File: config.mk
export PLATFORM = sky130hd
export DESIGN_NAME = mem_stall_controller_flat
export DESIGN_NICKNAME = d
export VERILOG_FILES = /design/src/rtl/mem_stall_controller_if.sv /design/src/rtl/mem_stall_controller.sv /design/src/flat_wrapper.sv
export SDC_FILE = /design/constraint.sdc
export NUM_CORES = 1
export LEC_CHECK = 0
export CAP_MARGIN = 20
export CORE_ASPECT_RATIO = 1.2
export CORE_MARGIN = 2
export CORE_UTILIZATION = 36
export DETAILED_ROUTE_END_ITERATION = 6
export GPL_TIMING_DRIVEN = 0
export PLACE_DENSITY = 0.84
export SYNTH_ARGS = -nofsm -noshare
export SYNTH_HDL_FRONTEND = slang
export SYNTH_SLANG_ARGS = --single-unit
File: constraint.sdc
create_clock -name clock -period 5.75 [get_ports clock]
set_input_delay 1.15 -clock clock [delete_from_list [all_inputs] [get_ports clock]]
set_output_delay 1.15 -clock clock [all_outputs]
set_load 0.01 [all_outputs]
File: src/rtl/mem_stall_controller_if.sv
// Word-serial main memory transfer bus between the miss sequencer and memory.
interface mem_stall_controller_if;
  logic        memReq;
  logic        memWe;
  logic [31:0] memAddr;
  logic        memReady;

  modport master (output memReq, output memWe, output memAddr, input memReady);
  modport slave  (input memReq, input memWe, input memAddr, output memReady);
endinterface

File: src/rtl/mem_stall_controller.sv
// MEM-stage data-cache miss sequencer: stalls the pipeline, writes back a dirty
// victim line and refills the indexed line word by word from main memory.
module mem_stall_controller #(
  parameter int unsigned INDEX_W = 6,
  parameter int unsigned WORDS   = 4,
  localparam int unsigned WORD_W   = $clog2(WORDS),
  localparam int unsigned OFFSET_W = WORD_W + 2,
  localparam int unsigned TAG_W    = 32 - INDEX_W - OFFSET_W
) (
  input  logic                 clock,
  input  logic                 reset,
  input  logic                 memRead,
  input  logic                 memWrite,
  input  logic [31:0]          address,
  input  logic                 tagMatch,
  input  logic                 lineValid,
  input  logic                 lineDirty,
  input  logic [TAG_W-1:0]     lineTag,
  mem_stall_controller_if.master mem,
  output logic                 hit,
  output logic [WORD_W-1:0]    wordIndex,
  output logic                 fillWrite,
  output logic                 tagWrite,
  output logic                 dirtySet,
  output logic [15:0]          missCount
);

  localparam logic [1:0] IDLE   = 2'd0;
  localparam logic [1:0] WB     = 2'd1;
  localparam logic [1:0] FILL   = 2'd2;
  localparam logic [1:0] UPDATE = 2'd3;

  logic [1:0]        state;
  logic [1:0]        stateNext;
  logic [WORD_W-1:0] wordNext;
  logic [15:0]       missNext;
  logic              access;
  logic              lookupHit;
  logic              lastWord;
  logic              unusedOffset;

  assign access       = memRead | memWrite;
  assign lookupHit    = tagMatch & lineValid;
  assign lastWord     = (wordIndex == WORD_W'(WORDS - 1));
  // Byte/word offset of the access is irrelevant: whole lines are transferred.
  assign unusedOffset = ^address[OFFSET_W-1:0];

  always_ff @(posedge clock) begin
    if (reset) begin
      state     <= IDLE;
      wordIndex <= '0;
      missCount <= '0;
    end else begin
      state     <= stateNext;
      wordIndex <= wordNext;
      missCount <= missNext;
    end
  end

  // Next state, word counter and all strobes decoded from the current state.
  always_comb begin
    stateNext   = state;
    wordNext    = wordIndex;
    missNext    = missCount;
    hit         = 1'b0;
    dirtySet    = 1'b0;
    fillWrite   = 1'b0;
    tagWrite    = 1'b0;
    mem.memReq  = 1'b0;
    mem.memWe   = 1'b0;
    mem.memAddr = '0;
    case (state)
      IDLE: begin
        hit      = !access | lookupHit;
        dirtySet = memWrite & lookupHit;
        wordNext = '0;
        if (access && !lookupHit) begin
          stateNext = (lineValid && lineDirty) ? WB : FILL;
          if (missCount != 16'hFFFF) missNext = missCount + 16'd1;
        end
      end
      WB: begin
        mem.memReq  = 1'b1;
        mem.memWe   = 1'b1;
        mem.memAddr = {lineTag, address[INDEX_W+OFFSET_W-1:OFFSET_W], wordIndex, 2'b00};
        if (mem.memReady) begin
          wordNext = wordIndex + WORD_W'(1);
          if (lastWord) stateNext = FILL;
        end
      end
      FILL: begin
        mem.memReq  = 1'b1;
        mem.memAddr = {address[31:OFFSET_W], wordIndex, 2'b00};
        fillWrite   = mem.memReady;
        if (mem.memReady) begin
          wordNext = wordIndex + WORD_W'(1);
          if (lastWord) stateNext = UPDATE;
        end
      end
      UPDATE: begin
        tagWrite  = 1'b1;
        stateNext = IDLE;
      end
      default: stateNext = IDLE;
    endcase
  end

endmodule

File: src/flat_wrapper.sv
// flat-port wrapper written by rule: the top's interface ports become plain ports
module mem_stall_controller_flat 
#(
  parameter int unsigned INDEX_W = 6,
  parameter int unsigned WORDS   = 4,
  localparam int unsigned WORD_W   = $clog2(WORDS),
  localparam int unsigned OFFSET_W = WORD_W + 2,
  localparam int unsigned TAG_W    = 32 - INDEX_W - OFFSET_W
)
  (clock, reset, memRead, memWrite, address, tagMatch, lineValid, lineDirty, lineTag, hit, wordIndex, fillWrite, tagWrite, dirtySet, missCount, mem_memReq, mem_memWe, mem_memAddr, mem_memReady);
  mem_stall_controller_if mem_i ();
  input  logic clock;
  input  logic reset;
  input  logic memRead;
  input  logic memWrite;
  input  logic [31:0] address;
  input  logic tagMatch;
  input  logic lineValid;
  input  logic lineDirty;
  input  logic [TAG_W-1:0] lineTag;
  output logic hit;
  output logic [WORD_W-1:0] wordIndex;
  output logic fillWrite;
  output logic tagWrite;
  output logic dirtySet;
  output logic [15:0] missCount;
  output wire logic [$bits(mem_i.memReq)-1:0] mem_memReq;
  output wire logic [$bits(mem_i.memWe)-1:0] mem_memWe;
  output wire logic [$bits(mem_i.memAddr)-1:0] mem_memAddr;
  input wire logic [$bits(mem_i.memReady)-1:0] mem_memReady;
  assign mem_memReq = mem_i.memReq;
  assign mem_memWe = mem_i.memWe;
  assign mem_memAddr = mem_i.memAddr;
  assign mem_i.memReady = mem_memReady;
  mem_stall_controller #(.INDEX_W(INDEX_W), .WORDS(WORDS)) u_core (.clock(clock), .reset(reset), .memRead(memRead), .memWrite(memWrite), .address(address), .tagMatch(tagMatch), .lineValid(lineValid), .lineDirty(lineDirty), .lineTag(lineTag), .mem(mem_i), .hit(hit), .wordIndex(wordIndex), .fillWrite(fillWrite), .tagWrite(tagWrite), .dirtySet(dirtySet), .missCount(missCount));
endmodule
## Word level (Yosys, flattened, before mapping)

Cells that the tools add are included.

| word-level totals | value |
|---|---|
| register bits after elaboration | 20 |
| input bits | 62 |
| output and inout port bits | 56 |
| word-level logic and storage cells | 46 |

| cells by class | value |
|---|---|
| add/sub/neg operators | 2 |
| eq/ne operators | 11 |
| multiplexer cells | 16 |
| bitwise gates (word level) | 4 |
| reduce and logical (&&, ||, !) cells | 10 |

Operators with widths:

| operator | count |
|---|---|
| $pmux W32 S2 | 1 |
| $add A16 B1 Y16 const B | 1 |
| $ne A16 B16 Y1 const B | 1 |
| $mux W2 | 7 |
| $ne A2 B1 Y1 const B | 4 |
| $pmux W2 S4 | 1 |
| $eq A2 B2 Y1 const B | 3 |
| $mux W1 | 6 |
| $reduce_and A5 Y1 | 1 |
| $ne A2 B2 Y1 const B | 2 |
| $pmux W2 S2 | 1 |
| $reduce_and A3 Y1 | 1 |
| $add A2 B1 Y2 const B | 1 |
| $and A1 B1 Y1 | 2 |
| $eq A2 B1 Y1 const B | 1 |
| $logic_and A1 B1 Y1 | 2 |
| $logic_not A1 Y1 | 2 |
| $logic_not A2 Y1 | 1 |
| $or A1 B1 Y1 | 2 |
| $reduce_and A2 Y1 | 1 |
| $reduce_bool A2 Y1 | 1 |
| $reduce_or A2 Y1 | 1 |

## Logic depth before layout (Yosys ltp)

| logic depth | value |
|---|---|
| depth after elaboration | 5 |
| depth in mapped cells | 7 |
| gate-level depth less buffers | 6 |

## Least setup slack after synthesis

No wires, ideal clock.

| timing path | value |
|---|---|
| path type | input to output |
| start point | input memRead |
| end point | output hit |
| data arrival time | 1.542 ns |
| required time | 4.600 ns |
| setup slack | 3.058 ns |
| stages | 2 |
| path buffers | 0 |
| cell sequence | o2bb2ai_1 -> and2_1 |

| between the ends | value |
|---|---|
| cells in the longest elaborated chain, start to end | 4 |

Ends and longest elaborated chain:

| what | RTL line | source |
|---|---|---|
| start: declaration | flat_wrapper.sv:14 | `input logic memRead;` |
| $or A1 B1 Y1 | mem_stall_controller.sv:42 | `assign access = memRead \| memWrite;` |
| $logic_not A1 Y1 | mem_stall_controller.sv:74 | `hit = !access \| lookupHit;` |
| $or A1 B1 Y1 | mem_stall_controller.sv:74 |  |
| $mux W1 | mem_stall_controller.sv:72 | `case (state)` |
| end: declaration | flat_wrapper.sv:21 | `output logic hit;` |

No other way between the ends.

## Worst setup path in the final report

| timing path | value |
|---|---|
| start point | input lineValid |
| end point | output hit |

| between the ends | value |
|---|---|
| cells in the longest elaborated chain, start to end | 3 |

Ends and longest elaborated chain:

| what | RTL line | source |
|---|---|---|
| start: declaration | flat_wrapper.sv:18 | `input logic lineValid;` |
| $and A1 B1 Y1 | mem_stall_controller.sv:43 | `assign lookupHit = tagMatch & lineValid;` |
| $or A1 B1 Y1 | mem_stall_controller.sv:74 |  |
| $mux W1 | mem_stall_controller.sv:72 |  |

No other way between the ends.

==> metrics.md <==
| Metric | Value |
|---|---|
| Status | completed |
| #FFs+latches synth | 20 |
| DRT Pass-1 Iters | 4 |
| Cell Area, Synth | between 0.0015 and 0.002 mm2 |
| Global route overflow | 0 |
| Inserted Clock Buffers | 3 |
| WS Path Type | in -> out |
| Maxcap violations | 0 |
| Hold Vio Cnt, Final | 0 |
| Pwr per Cell Area | around 290 mW/mm2 |
| Clock transition at path regs | around 0.070 ns |
| Critical Path RT | between 4 and 5 ns |
| Synth top area cells | dfxtp_1 (26%), a22oi_1 (11%), nor2b_1 (9.0%) |
| Sink Count | 20 |
| Worst clock skew | 0.00578 ns |
| Hold-fix buffers at CTS | 0 |
| Setup bufs post-CTS | 0 |
| Area growth, synth to finish | 81.3% |
| Fin nets | 377 |
| Mean Syn Cell Area | 7.97 um2 |
| CP Launch Type | input port |
| Row cnt | 25 |
| Chip height | 75.2 um |
| Least-Margin Pin Slew | 0.809 ns |
| CTS tree | done |
| Core region area | 0.00400 mm2 |
| Crit path cell chain | clkdlybuf4s50_1 > o2bb2ai_1 > and2_1 > clkdlybuf4s50_1 |
| Peak Freq | 264 MHz |
| CP peak stage delay | about 0.57 ns |
| Worst skew pair latency | between 0.2 and 0.3 ns |
| Pin count of the biggest net entering global routing | 12 |
| Via count | just under 2000 |
| Antenna cell count | 0 |
| Crit-path slowest cell | clkdlybuf4s50_1 |
| Fin crit share | 65.8% |
| Critical path arrival | 2.64 ns |
| Clock buffer depth | 2 |
| Port bufs | 111 |
| Clk root buf | clkbuf_8 |
| Main synth FF type | dfxtp_1 |
| Tmin final | between 3 and 4 ns |
| Final setup fails | 0 |
| H-tree lvl count | 1 |
| Worst Hold Class | reg -> reg |
| Pleak | slightly above 0.9 nW |
| First-pass GRT wire length | 8500 um |
| Non-Filler Instances | 361 |
| Drc violations | 0 |
| Synth Warn # | 0 |
| Number of global-route vias before repair | 1886 |
| Final wirelength | 5240 um |
| Detailed placement HPWL | ~4400 um |
| Synth async-reset ratio | 0% |
| Total Neg Setup Slack | 0 ns |
| Number of flops mapped to enable cells by yosys | 0 |
| Resize count post-CTS | 0 |
| Starting density of the core | 38.0% |
| Die X | ~63 um |
| Cell mode on critical path | clkdlybuf4s50_1 |
| Mapped Cells | 191 |
| Area share of the largest cell type after synthesis | 26.3% |
| Number of I/O pins | 118 |
| Placed Cells incl. Taps | 357 |
| Register area share after synthesis | 26.3% |
| GR Util All Layers | 22.2% |
| Initial antenna violation count | 0 |
| DRT iter0 DRCs | 127 |
| Max VDD drop | 183 uV |
| Die ar. | 0.00476 mm2 |
| RSZ-0062 raised after global routing | no |
| Critical Path End Type | primary output |
| Routed Antenna Nets | 0 |
| Distinct cell type count after synthesis | 38 |
| Final Wtd Congestion | 0.866 |
| Rel. slew slack | around 46% |
| Share of cells above drive strength 1 | 4.23% |
| Crit Path Max Fanout | 4 |
| DR WL/cell | 14.5 um |
| Via/cell ratio | 5.48 |
| Synth area leader | dfxtp_1 |
| Slew Limit Fails | 0 |
==> synth_stat cells, types with 2 or more instances <==
cell,instances
nand3_1,5
o41ai_1,4
nor2b_1,22
o21ai_0,6
clkbuf_1,12
o31ai_1,7
or4_1,7
and2_1,10
nand2_1,6
dfxtp_1,20
o311ai_0,4
or2_2,2
a22oi_1,22
or3_1,5
and4_1,2
a2bb2oi_1,2
nor2_1,5
nand4_1,5
a21oi_1,14
inv_1,6
ha_1,7
buf_4,2
==> cell families after synthesis <==
family	Yosys count	share of synthesized area (%)
adders and majority gates	7	5.76
buffers and inverters	21	5.67
DFF	20	26.3
and+or+nand+nor	76	31.3
other	1	0.246
muxes	2	1.40
AOI/OAI and AO/OA	64	29.4
==> stage by stage <==
| stage | total power, mW | area [um2] | worst slack (ns) | utilization, % | hold WS, ns |
|---|---|---|---|---|---|
| 2_1_floorplan | 0.460 | 1530 | 3.06 | - | 0.509 |
| 4_1_cts | 0.814 | 2760 | 1.98 | 68.9 | 0.511 |
| 5_1_grt | 0.869 | 2760 | 1.89 | 68.9 | 0.538 |
| 3_5_place_dp | 0.703 | 2700 | 1.99 | 67.5 | 0.497 |
| 3_3_place_gp | 0.696 | 2700 | 1.99 | 67.5 | 0.485 |
| 6_report | 0.806 | 2760 | 1.96 | 68.9 | 0.517 |
==> path summary, 6_finish.rpt <==
kind                            depth (start not counted)                  from  slack (ns)                   end
worst min register to register                          1  u_core.missCount[15]        0.52  u_core.missCount[15]
worst max-delay path                                    4             lineValid        1.96                   hit
worst max register to register                          5  u_core.missCount[12]        3.62  u_core.missCount[15]
worst min-delay path                                    1  u_core.missCount[15]        0.52  u_core.missCount[15]
==> critical path, delay by kind of cell <==
| kind | cells | cell delay [ns] |
|---|---|---|
| AO/OA/AOI/OAI | 1 | 0.22 |
| AND/OR/NAND/NOR | 1 | 0.17 |
| buffers and inverters | 2 | 1.09 |
==> registers in the layout, summed over array words and instances, names as in the netlist <==
name and flops:
u_core.wordIndex 2, u_core.state 2, u_core.missCount 16
==> layout by cell type, fill, tap and decap left out, types with 6 or more instances in the layout <==
cell and count:
clkdlybuf4s50_1 111, or4_1 7, nand2_1 6, o31ai_1 7
ha_1 7, dfxtp_1 20, inv_1 6, and2_1 10
a21oi_1 14, clkbuf_1 12, a22oi_1 22, nor2b_1 22
o21ai_0 6
==> per-layer routing <==
metal	part of all wire [%]	GRT usage, %	vias to the layer above
met5	0	0	-
met4	2.1	7.73	0
met3	9.0	6.13	11
met2	51	42.1	105
met1	37	24.0	902
li1	-	-	959
==> power breakdown <==
group	internal [mW]	switching [mW]	total, mW
clock network	0.0611	0.0485	0.110
logic	0.286	0.246	0.532
registers	0.151	0.0137	0.165
==> layout make-up <==
cell class	instances	area, um2
Buffer	15	63.8
Timing Repair Buffer	111	1110
Fill cell	390	1240
Sequential cell	20	400
Multi-Input combinational cell	151	1040
Inverter	6	22.5
Tap cell	54	67.6
Clock buffer	4	55.1
Note: power is estimated with default switching activity, not from simulation.
